===== src/rtl/axi_rd_arbiter.sv =====
// N-master to 1-slave AXI4 read-channel arbiter.
// One burst in flight; round-robin or fixed-priority grant.
module axi_rd_arbiter #(
  parameter int NUM_MST  = 2,
  parameter int ADDR_W   = 32,
  parameter int DATA_W   = 32,
  parameter int ID_W     = 4,
  parameter int ARB_MODE = 0
) (
  input  logic                      aclk,
  input  logic                      areset,
  input  logic [NUM_MST-1:0]        s_arvalid,
  input  logic [NUM_MST*ADDR_W-1:0] s_araddr,
  input  logic [NUM_MST*8-1:0]      s_arlen,
  input  logic [NUM_MST*3-1:0]      s_arsize,
  input  logic [NUM_MST*2-1:0]      s_arburst,
  output logic [NUM_MST-1:0]        s_arready,
  output logic [NUM_MST-1:0]        s_rvalid,
  input  logic [NUM_MST-1:0]        s_rready,
  output logic [DATA_W-1:0]         s_rdata,
  output logic [1:0]                s_rresp,
  output logic                      s_rlast,
  output logic [ID_W-1:0]           m_arid,
  output logic [ADDR_W-1:0]         m_araddr,
  output logic [7:0]                m_arlen,
  output logic [2:0]                m_arsize,
  output logic [1:0]                m_arburst,
  output logic [1:0]                m_arlock,
  output logic [3:0]                m_arcache,
  output logic [2:0]                m_arprot,
  output logic                      m_arvalid,
  input  logic                      m_arready,
  input  logic [ID_W-1:0]           m_rid,
  input  logic [DATA_W-1:0]         m_rdata,
  input  logic [1:0]                m_rresp,
  input  logic                      m_rlast,
  input  logic                      m_rvalid,
  output logic                      m_rready
);

  localparam int GW = (NUM_MST > 1) ? $clog2(NUM_MST) : 1;
  localparam logic [GW-1:0] LAST = GW'(NUM_MST - 1);
  localparam logic [GW:0] NUM_W = (GW + 1)'(NUM_MST);

  typedef enum logic [1:0] {IDLE, ADDR, DATA} state_t;

  state_t        state, state_d;
  logic [GW-1:0] grant, grant_d;
  logic [GW-1:0] last_grant, last_grant_d;
  logic [GW-1:0] rr_start, rr_off, rr_sel;
  logic [GW-1:0] fp_sel, win;
  logic [NUM_MST-1:0] req_rot;
  logic [GW:0]   rr_sum;

  // rotate requests so bit 0 is the master after last_grant
  assign rr_start = (last_grant == LAST) ? '0 : last_grant + 1'b1;
  assign req_rot  = NUM_MST'({s_arvalid, s_arvalid} >> rr_start);
  assign rr_sum   = {1'b0, rr_start} + {1'b0, rr_off};
  assign rr_sel   = (rr_sum >= NUM_W) ? GW'(rr_sum - NUM_W)
                                      : GW'(rr_sum);
  assign win      = (ARB_MODE != 0) ? fp_sel : rr_sel;

  always_comb begin
    rr_off = '0;
    fp_sel = '0;
    for (int i = NUM_MST - 1; i >= 0; i--) begin
      if (req_rot[i])   rr_off = GW'(i);
      if (s_arvalid[i]) fp_sel = GW'(i);
    end
  end

  always_ff @(posedge aclk) begin
    if (areset) begin
      state      <= IDLE;
      grant      <= '0;
      last_grant <= LAST;
    end else begin
      state      <= state_d;
      grant      <= grant_d;
      last_grant <= last_grant_d;
    end
  end

  always_comb begin
    state_d      = state;
    grant_d      = grant;
    last_grant_d = last_grant;
    m_arvalid    = 1'b0;
    m_arid       = '0;
    m_araddr     = '0;
    m_arlen      = '0;
    m_arsize     = '0;
    m_arburst    = '0;
    m_rready     = 1'b0;
    s_arready    = '0;
    s_rvalid     = '0;
    unique case (state)
      IDLE: begin
        if (|s_arvalid) begin
          grant_d = win;
          state_d = ADDR;
        end
      end
      ADDR: begin
        m_arvalid        = 1'b1;
        m_arid           = ID_W'(grant);
        m_araddr         = s_araddr[grant*ADDR_W +: ADDR_W];
        m_arlen          = s_arlen[grant*8 +: 8];
        m_arsize         = s_arsize[grant*3 +: 3];
        m_arburst        = s_arburst[grant*2 +: 2];
        s_arready[grant] = m_arready;
        if (m_arready) state_d = DATA;
      end
      DATA: begin
        s_rvalid[grant] = m_rvalid;
        m_rready        = s_rready[grant];
        if (m_rvalid && s_rready[grant] && m_rlast) begin
          last_grant_d = grant;
          state_d      = IDLE;
        end
      end
      default: state_d = IDLE;
    endcase
  end

  assign s_rdata   = m_rdata;
  assign s_rresp   = m_rresp;
  assign s_rlast   = m_rlast;
  assign m_arlock  = '0;
  assign m_arcache = '0;
  assign m_arprot  = '0;

  a_ar_hold: assert property (@(posedge aclk) disable iff (areset)
    (state == ADDR) |-> s_arvalid[grant]);

  a_rid: assert property (@(posedge aclk) disable iff (areset)
    (state == DATA && m_rvalid) |-> (m_rid == ID_W'(grant)));

endmodule


===== config.mk =====
export PLATFORM = sky130hd
export DESIGN_NAME = axi_rd_arbiter
export DESIGN_NICKNAME = d
export VERILOG_FILES = /design/src/rtl/axi_rd_arbiter.sv
export SDC_FILE = /design/constraint.sdc
export NUM_CORES = 1
export LEC_CHECK = 0
export BUFFER_PORTS_ARGS = -buffer_cell sky130_fd_sc_hd__buf_2
export CAP_MARGIN = 20
export CORE_AREA = 2 2 92 94
export DETAILED_ROUTE_END_ITERATION = 8
export DIE_AREA = 0 0 94 96
export PLACE_DENSITY_LB_ADDON = 0.08
export SLEW_MARGIN = 25
export SYNTH_ARGS = -nofsm -noshare
export SYNTH_HDL_FRONTEND = slang
export SYNTH_SLANG_ARGS = --single-unit

===== constraint.sdc =====
create_clock -name aclk -period 3.2 [get_ports aclk]
set_clock_uncertainty 0.05 [all_clocks]
set_input_delay 0.32 -clock aclk [delete_from_list [all_inputs] [get_ports aclk]]
set_output_delay 0.32 -clock aclk [all_outputs]
set_load 0.01 [all_outputs]

==> results of run 1 <==
## cell usage in the layout, fill, tap and decap left out
cell / count
nand4b_1: 1
inv_1: 1
nor2_2: 39
nor4b_2: 1
a21oi_1: 2
nor2_1: 13
conb_1: 12
inv_2: 1
nand2_1: 4
mux2i_1: 46
buf_4: 3
nor2b_1: 2
buf_2: 151
dfxtp_2: 1
dfxtp_1: 3
buf_12: 1
a21o_1: 1
o21ai_1: 1
clkbuf_8: 3
a211oi_1: 2
a2111oi_1: 1
nor3_1: 1
nand2b_2: 1
nand3_1: 1
## worst max-delay path, stage by stage, from the launching register on
cell and delay [ns]:
dfxtp_1 0.38, nand2b_2 0.69, buf_4 0.36, nor2_2 0.07, buf_2 0.14
## through the flow
step                      total power [mW]  hold WS [ns]  std cells  utilization (%)
after global placement               0.391         0.462        394             24.0
after global routing                 0.536         0.283        397             24.5
after detailed placement             0.391         0.430        394             24.0
after floorplan                      0.327         0.339        192                -
final                                0.499         0.268        397             24.5
after CTS                            0.508         0.261        397             24.5
## cell type report
type	instances	area, um^2	area share, %
repair buffers	155	798	40.4
multi-input cells	128	916	46.4
inverters	2	7.51	0.380
flip-flops and latches	4	81.3	4.12
clock buffers	3	41.3	2.09
well taps	105	131	6.65
## power breakdown
group | switching (mW) | total (mW) | internal (mW)
clock | 0.0350 | 0.116 | 0.0810
combinational | 0.167 | 0.318 | 0.151
sequential | 0.00878 | 0.0652 | 0.0564
## sequential cells by signal (all words and copies together), names as in the netlist
name	flops
grant	1
state	2
last_grant	1
## cells by family (layout without fill, tap and decap cells)
| family | Yosys count | count (layout) |
|---|---|---|
| mux | 46 | 46 |
| flops | 4 | 4 |
| compound gates | 7 | 7 |
| simple gates | 63 | 63 |
| buf+inv | 60 | 160 |
| other cells | 1 | 12 |
## final timing paths
path / endpoint / slack, ns / start / cells past startpoint
setup / recovery: m_araddr[3] / 0.95 / state[1] / 4
hold / removal: state[0] / 0.27 / m_arready / 2
setup reg to reg: state[1] / 1.64 / state[1] / 4
hold reg to reg: state[0] / 0.45 / state[1] / 1
## routing by layer
layer | global-route usage (%) | routed length (um)
met3 | 1.64 | 498
met2 | 17.7 | 2510
met5 | 0 | 0
met1 | 9.62 | 1680
met4 | 3.99 | 98
==> flow_summary.yaml, run 1 <==
finish:
  fillers: 940
  drive_above_1_share_pct: 68.8
  nets: 431
  final_cell_area_um2: 1980
  antenna_cells: 0
  area_growth_syn_to_layout_pct: 38.1
synthesis:
  synth_top_family_by_area: "buffers and inverters"
  ys_seq_area_share_pct: 5.60
  async_flop_share_pct: 0
  yosys_warnings: 0
  synth_most_common_cell: "buf_4"
  synth_fa_ha_area_share_pct: 0
  synth_commonest_cells: "buf_4 (51), mux2i_1 (46), nor2_2 (39)"
  postSynthCellCount: 181
  ys_top_cells_by_area: "mux2i_1 (32%), buf_4 (27%), nor2_2 (17%), dfxtp_1 (5.6%), buf_6 (4.7%)"
  netlist.top_cell.by_area: "mux2i_1"
  synth_flop_cell: "dfxtp_1"
  ys_ff_latch: 4
  muxShareOfSynthArea_pct: 32.2
  syn_area_um2: 1430
  synth.top_cell.area_share_pct: 32.2
  synth_area_per_cell_um2: 7.90
  synth_edf_count: 0
  yosys.area_share.simple_pct: 25.2
  ys_types: 22
  synth_xor_area_share_pct: 0
  synth-compound-area-share_pct: 3.32
worst_setup_path:
  cp_max_fo: 27
  critPathKind: "reg2out"
  endpoint_kind: "output port"
  cp.required_ns: 2.83
  cp-start-kind: "register"
  cp_data_arrival_time_ns: 1.88
sta:
  fin_crit_ns: 2.25
  fin_setup_tns_ns: 0
  slew_headroom_pct: 45.2
  drv_slew: 0
  worst_slew_pin_slew_ns: 0.823
  finalCritPeriodShare_pct: 70.2
  finalWorstSetupSlack_ns: 0.954
  setup_violations: 0
  clock.fmax_mhz: 445
  rsz0062_at_grt: "no"
  hold_viol: 0
placed_design:
  dpl.hpwl_um: 3940
  place_congestion: 0.667
  placed_area_um2: 1930
  io_buffers: 151
  pre_cts_slack_ns: 1.15
clock_tree:
  cts-resized-gates: 0
  cts_setup_buffers: 0
  clk_latency_ns: 0.23
  clk_path_buf_depth: 2
  clk_pin_slew_ns: 0.03
  cts_sinks: 4
  cts_buffers: 3
  htreeDepth: 1
  cts_tree: "built"
  root_buffer: "clkbuf_8"
  postCtsHoldBufs: 0
routing:
  wl_per_cell_um: 12.1
  drc_errors: 0
  viasPerCell: 3.84
  drtPass1Iterations: 4
  drtIter0Drc: 27
  wl_um: 4790
  num_vias: 1525
  ant_nets: 0
flow_run:
  maxCapViolCount: 0
global_route:
  globalRouteTotalUtil_pct: 9.14
  grt_max_degree: 28
  gr-total-overflow: 0
  antenna_found_initial: 0
  grt_pass1_wl_um: 6530
  grt_pass1_vias: 1364
pwr:
  vdd_drop_max_mv: 0.148
  power_density_nw_per_um2: 253
  cellLeakagePower_nw: 1.03
die:
  dieArea_um2: 9020
  coreArea_um2: 8050
  die_y_um: 96
  die_x_um: 94
  rows: 33
  initial_core_util_pct: 17.8
  ios: 236
status:
  status: "finished, final reports clean"
min_path:
  min_path_type: "in2reg"
No activity file was read; power rests on OpenSTA's default activity.
==> run 2, diff against run 1 <==
ABC_AREA = 1   (was not set)
CORE_AREA = 2 2 93 95   (was 2 2 92 94)
DIE_AREA = 0 0 95 97   (was 0 0 94 96)
clock period = 2.1 ns   (was 3.2 ns; I/O delays follow)
==> run 2 against run 1 <==
Final cell count rose by 13%. Power rose by 32%. Core utilization fell by 1.6 points. Highest routed layer unchanged. Clock power rose by 38%. Largest cell class unchanged. Flip-flop and latch count did not move.
==> flow_summary.yaml, run 2 <==
pwr:
  p_int_uw: 380
  power_density_nw_per_um2: 352
  clockPowerShare_pct: 24.2
  p_sw_share_pct: 42.3
  cellLeakagePower_nw: 1.12
  p_seq_share_pct: 13.1
  power.switching_uw: 278
  vdd_drop_max_mv: 0.213
  p_comb_share_pct: 62.7
synthesis:
  ys_types: 19
  synth_xor_area_share_pct: 0
  ys_top_cells_by_area: "buf_4 (26%), nand2_1 (25%), a21oi_1 (14%), a21oi_2 (7.0%), dfxtp_1 (5.8%)"
  netlist.top_cell.by_area: "buf_4"
  synth_most_common_cell: "nand2_1"
  syn_area_um2: 1380
  synth-compound-area-share_pct: 21.1
  synth_top_family_by_area: "buffers and inverters"
  muxShareOfSynthArea_pct: 0
  ys_ff_latch: 4
  ys_seq_area_share_pct: 5.79
  synth_area_per_cell_um2: 5.81
  synth_fa_ha_area_share_pct: 0
  yosys_warnings: 0
  postSynthCellCount: 238
  synth_commonest_cells: "nand2_1 (91), buf_4 (48), a21oi_1 (38)"
  synth.top_cell.area_share_pct: 26.0
  synth_flop_cell: "dfxtp_1"
  synth_edf_count: 0
  yosys.area_share.simple_pct: 33.3
  async_flop_share_pct: 0
min_path:
  min_from: "areset"
  hold_depth: 2
  min_path_type: "in2reg"
  holdPathEnd: "grant"
finish:
  multi_input_area_um2: 800
  reg_top3: "state (2), grant (1), last_grant (1)"
  fillers: 969
  final_core_util_pct: 23.0
  regMostFlops: "state"
  layout.cells.non_filler: 449
  regArea_um2: 81.3
  layout_commonest_cell: "buf_2"
  drive_above_1_share_pct: 53.2
  area_growth_syn_to_layout_pct: 35.0
  nets: 483
  final_cell_mix: "buf_2 (151), nand2_1 (90), a21oi_1 (38)"
  antenna_cells: 0
  largest_reg_flops: 2
routing:
  wl_per_cell_um: 11.0
  num_vias: 1736
  wl_um: 4920
  viasPerCell: 3.87
  drc_errors: 0
  drtIter0Drc: 53
  ant_nets: 0
  drtPass1Iterations: 4
worst_setup_path:
  cp_max_fo: 49
  critPathKind: "reg2out"
  cp_data_arrival_time_ns: 1.43
  regToRegEndpoint: "last_grant"
  ff2ff_path_depth: 6
  path_cells: "inv_4 -> nand2_1 -> a21oi_1 -> buf_2"
  cp.required_ns: 1.84
  endpoint_kind: "output port"
  slowest_delay_ns: 0.41
  reg2reg_setup_slack_ns: 0.74
  cp-start-kind: "register"
  cpMaxStageDelayCell: "inv_4"
  rr_startpoint: "grant"
sta:
  setup_violations: 0
  drv_slew: 0
  hold_viol: 0
  clock.fmax_mhz: 592
  fin_crit_ns: 1.69
  worst_slew_pin_slew_ns: 0.540
  rsz0062_at_grt: "no"
  fin_setup_tns_ns: 0
  slew_headroom_pct: 64.0
  finalCritPeriodShare_pct: 80.5
die:
  initial_core_util_pct: 17.0
  die_y_um: 97
  ios: 236
  die_x_um: 95
  rows: 33
  coreArea_um2: 8130
  dieArea_um2: 9220
clock_tree:
  cts_tree: "built"
  cts-resized-gates: 0
  postCtsHoldBufs: 0
  clk_pin_slew_ns: 0.03
  cts_buffers: 3
  cts_setup_buffers: 0
  htreeDepth: 1
  cts_sinks: 4
  clk_path_buf_depth: 2
  clk_latency_ns: 0.22
  root_buffer: "clkbuf_8"
global_route:
  antenna_found_initial: 0
  grt_pass1_vias: 1605
  globalRouteTotalUtil_pct: 9.47
  grt_max_degree: 50
  gr-total-overflow: 0
  grt_pass1_wl_um: 7220
placed_design:
  place_congestion: 0.704
  post-place-cells: 446
  io_buffers: 151
  dpl.hpwl_um: 3890
status:
  status: "finished, final reports clean"
flow_run:
  maxCapViolCount: 0
-- run 2: worst max-delay path by stage --
| stage | start | endpoint | slack, ns | cells after the start |
|---|---|---|---|---|
| floorplan | grant | m_araddr[14] | 0.90 | 6 |
| global placement | grant | m_rready | 0.60 | 4 |
| detailed placement | grant | m_rready | 0.61 | 4 |
| CTS | grant | m_rready | 0.38 | 4 |
| global route | grant | m_rready | 0.31 | 4 |
| finish | grant | m_rready | 0.41 | 4 |
-- run 2: kinds of logic after synthesis --
group / Yosys count
other cells: 1
flops: 4
buf+inv: 70
compound gates: 50
simple gates: 113
-- run 2: worst max-delay path: cells and delay by family (launching register included) --
family,cells,cell delay (ns)
AOI/OAI and AO/OA,1,0.19
buffers and inverters,2,0.56
DFF,1,0.33
and+or+nand+nor,1,0.13
-- run 2: layout make-up --
class	count	area share, %
Tap cell	105	7.03
Inverter	7	1.54
Clock buffer	3	2.21
Multi-Input combinational cell	175	42.8
Sequential cell	4	4.35
Timing Repair Buffer	155	42.1
-- run 2: power groups by stage --
stage | Sequential, mW | Combinational [mW] | Clock [mW]
after CTS | 0.0863 | 0.423 | 0.166
after global routing | 0.0869 | 0.464 | 0.173
final | 0.0862 | 0.412 | 0.160
after detailed placement | 0.0873 | 0.421 | 0
after global placement | 0.0872 | 0.426 | 0
after floorplan | 0.0849 | 0.346 | 0
-- run 2: metrics by stage --
stage	worst slack (ns)	hold WS [ns]	instance area [um^2]	power (mW)
6_report	0.410	0.161	1870	0.658
5_1_grt	0.306	0.174	1870	0.724
4_1_cts	0.375	0.149	1870	0.676
3_5_place_dp	0.614	0.370	1830	0.509
3_3_place_gp	0.603	0.370	1830	0.513
2_1_floorplan	0.900	0.229	1430	0.430
-- run 2: metal layers --
layer / part of all wire (%) / vias to the layer above / track usage [%]
met5: 0 / - / 0
met2: 52 / 103 / 19.4
met1: 36 / 719 / 9.34
met4: 1.7 / 0 / 2.68
met3: 9.7 / 10 / 1.48
li1: - / 904 / -
==> run 3, diff against run 2 <==
clock period = 1.6 ns   (was 2.1 ns; I/O delays follow)
==> run 3 against run 2 <==
Routed wire length up 2.2%. Via count up 1.2%. Sequential share of layout area about the same. Global-route usage up 0.54 points. Die area unchanged. Clock power up 29%. Flip-flop and latch count unchanged. First-iteration DRC count down 51%. Critical endpoint unchanged. Largest cell class is now buffers. Largest power group unchanged.
==> flow_summary.yaml, run 3 (same netlist as run 2, synthesis figures left out) <==
status:
  status: "finished, final reports clean"
pwr:
  p_int_uw: 512
  p_seq_share_pct: 13.4
  power_density_nw_per_um2: 459
  p_sw_share_pct: 41.9
  power.switching_uw: 370
  cellLeakagePower_nw: 1.14
  vdd_drop_max_mv: 0.453
  p_comb_share_pct: 63.2
  clockPowerShare_pct: 23.4
finish:
  nets: 485
  fillers: 969
  final_cell_area_um2: 1920
  reg_top3: "state (2), grant (1), last_grant (1)"
  largest_reg_flops: 2
  regMostFlops: "state"
  final_core_util_pct: 23.6
  final_cell_mix: "buf_2 (151), nand2_1 (90), a21oi_1 (38)"
  drive_above_1_share_pct: 53.5
  layout.cells.non_filler: 451
  area_growth_syn_to_layout_pct: 39.0
  antenna_cells: 0
  layout_commonest_cell: "buf_2"
clock_tree:
  cts_tree: "built"
  clk_latency_ns: 0.21
  cts_setup_buffers: 0
  htreeDepth: 1
  clk_path_buf_depth: 2
  cts_buffers: 3
  clk_pin_slew_ns: 0.03
  root_buffer: "clkbuf_8"
  cts_sinks: 4
die:
  dieArea_um2: 9220
  rows: 33
  coreArea_um2: 8130
  ios: 236
  die_y_um: 97
  die_x_um: 95
  initial_core_util_pct: 17.0
sta:
  clock.fmax_mhz: 669
  setup_violations: 0
  drv_slew: 0
  hold_viol: 0
  rsz0062_at_grt: "no"
  fin_setup_tns_ns: 0
  finalWorstSetupSlack_ns: 0.106
  fin_crit_ns: 1.49
  finalCritPeriodShare_pct: 93.4
global_route:
  antenna_found_initial: 0
  gr-total-overflow: 0
  grt_max_degree: 28
  globalRouteTotalUtil_pct: 10.0
  grt_pass1_wl_um: 7670
  grt_pass1_vias: 1706
routing:
  drc_errors: 0
  drtIter0Drc: 26
  ant_nets: 0
  wl_per_cell_um: 11.1
  drtPass1Iterations: 4
  viasPerCell: 3.90
  num_vias: 1757
  wl_um: 5020
min_path:
  min_path_type: "in2reg"
  min_from: "areset"
  hold_depth: 2
  holdPathEnd: "grant"
placed_design:
  placed_area_um2: 1870
  pre_cts_slack_ns: 0.174
  place_congestion: 0.716
  post-place-cells: 448
  dpl.hpwl_um: 4070
  io_buffers: 151
worst_setup_path:
  cp_max_fo: 20
  cp_data_arrival_time_ns: 1.28
  cp.required_ns: 1.39
  ff2ff_path_depth: 6
  crit_family: "flip-flops"
  endpoint_kind: "output port"
  cpMaxStageDelayCell: "dfxtp_4"
  cp-start-kind: "register"
  slowest_delay_ns: 0.45
  reg2reg_setup_slack_ns: 0.35
  regToRegEndpoint: "last_grant"
  cp_num_buf_inv: 2
  critPathKind: "reg2out"
  path_cells: "buf_6 -> nand2_1 -> a21oi_1 -> buf_2"
  rr_startpoint: "grant"
flow_run:
  maxCapViolCount: 0
## run 3: worst register-to-register path, cell delays in order, from the launching register on
cell and delay, ns:
dfxtp_4 0.45, buf_6 0.23, nand2_1 0.10, nand2_1 0.11, nand3_1 0.08, nand2_1 0.07
nand3_1 0.05
## run 3: through the flow
step                hold slack (ns)  total power [mW]
finish                        0.106             0.882
global route                  0.104             0.973
CTS                          0.0997             0.896
detailed placement            0.270             0.683
global placement              0.270             0.688
floorplan                     0.179             0.565
## run 3: worst max path at each step
stage           from      endpoint  slack [ns]  cells after the start
6_report       grant      m_rready        0.11                      4
5_1_grt        grant  m_arburst[1]       0.005                      4
4_1_cts        grant  m_araddr[12]       -0.06                      4
3_5_place_dp   grant  m_araddr[12]        0.17                      4
3_3_place_gp   grant  m_araddr[12]        0.16                      4
2_1_floorplan  grant  m_araddr[14]        0.45                      6
## run 3: final cells by class
type / instances / area [um^2] / area share, %
Multi-Input combinational cell: 175 / 800 / 41.6
Sequential cell: 4 / 83.8 / 4.36
Tap cell: 105 / 131 / 6.83
Timing Repair Buffer: 157 / 833 / 43.3
Clock buffer: 3 / 41.3 / 2.15
Inverter: 7 / 33.8 / 1.76
## run 3: power by group through the flow
stage / Sequential (mW) / Clock, mW / Combinational, mW
after floorplan: 0.111 / 0 / 0.454
after global placement: 0.120 / 0 / 0.568
after detailed placement: 0.120 / 0 / 0.563
after CTS: 0.118 / 0.213 / 0.565
after global routing: 0.120 / 0.225 / 0.627
final: 0.119 / 0.206 / 0.557
## run 3: timing repair
item / in CTS / in global routing
pin swaps: 0 / 0
gates resized for setup: 0 / 5
hold buffers: 0 / 0
setup endpoints to repair: 28 / 39
## run 3: layer usage
layer / share of wire [%] / track usage (%)
met2: 52 / 20.1
met4: 1.7 / 2.34
met5: 0 / 0
met3: 10 / 2.26
met1: 36 / 10.1
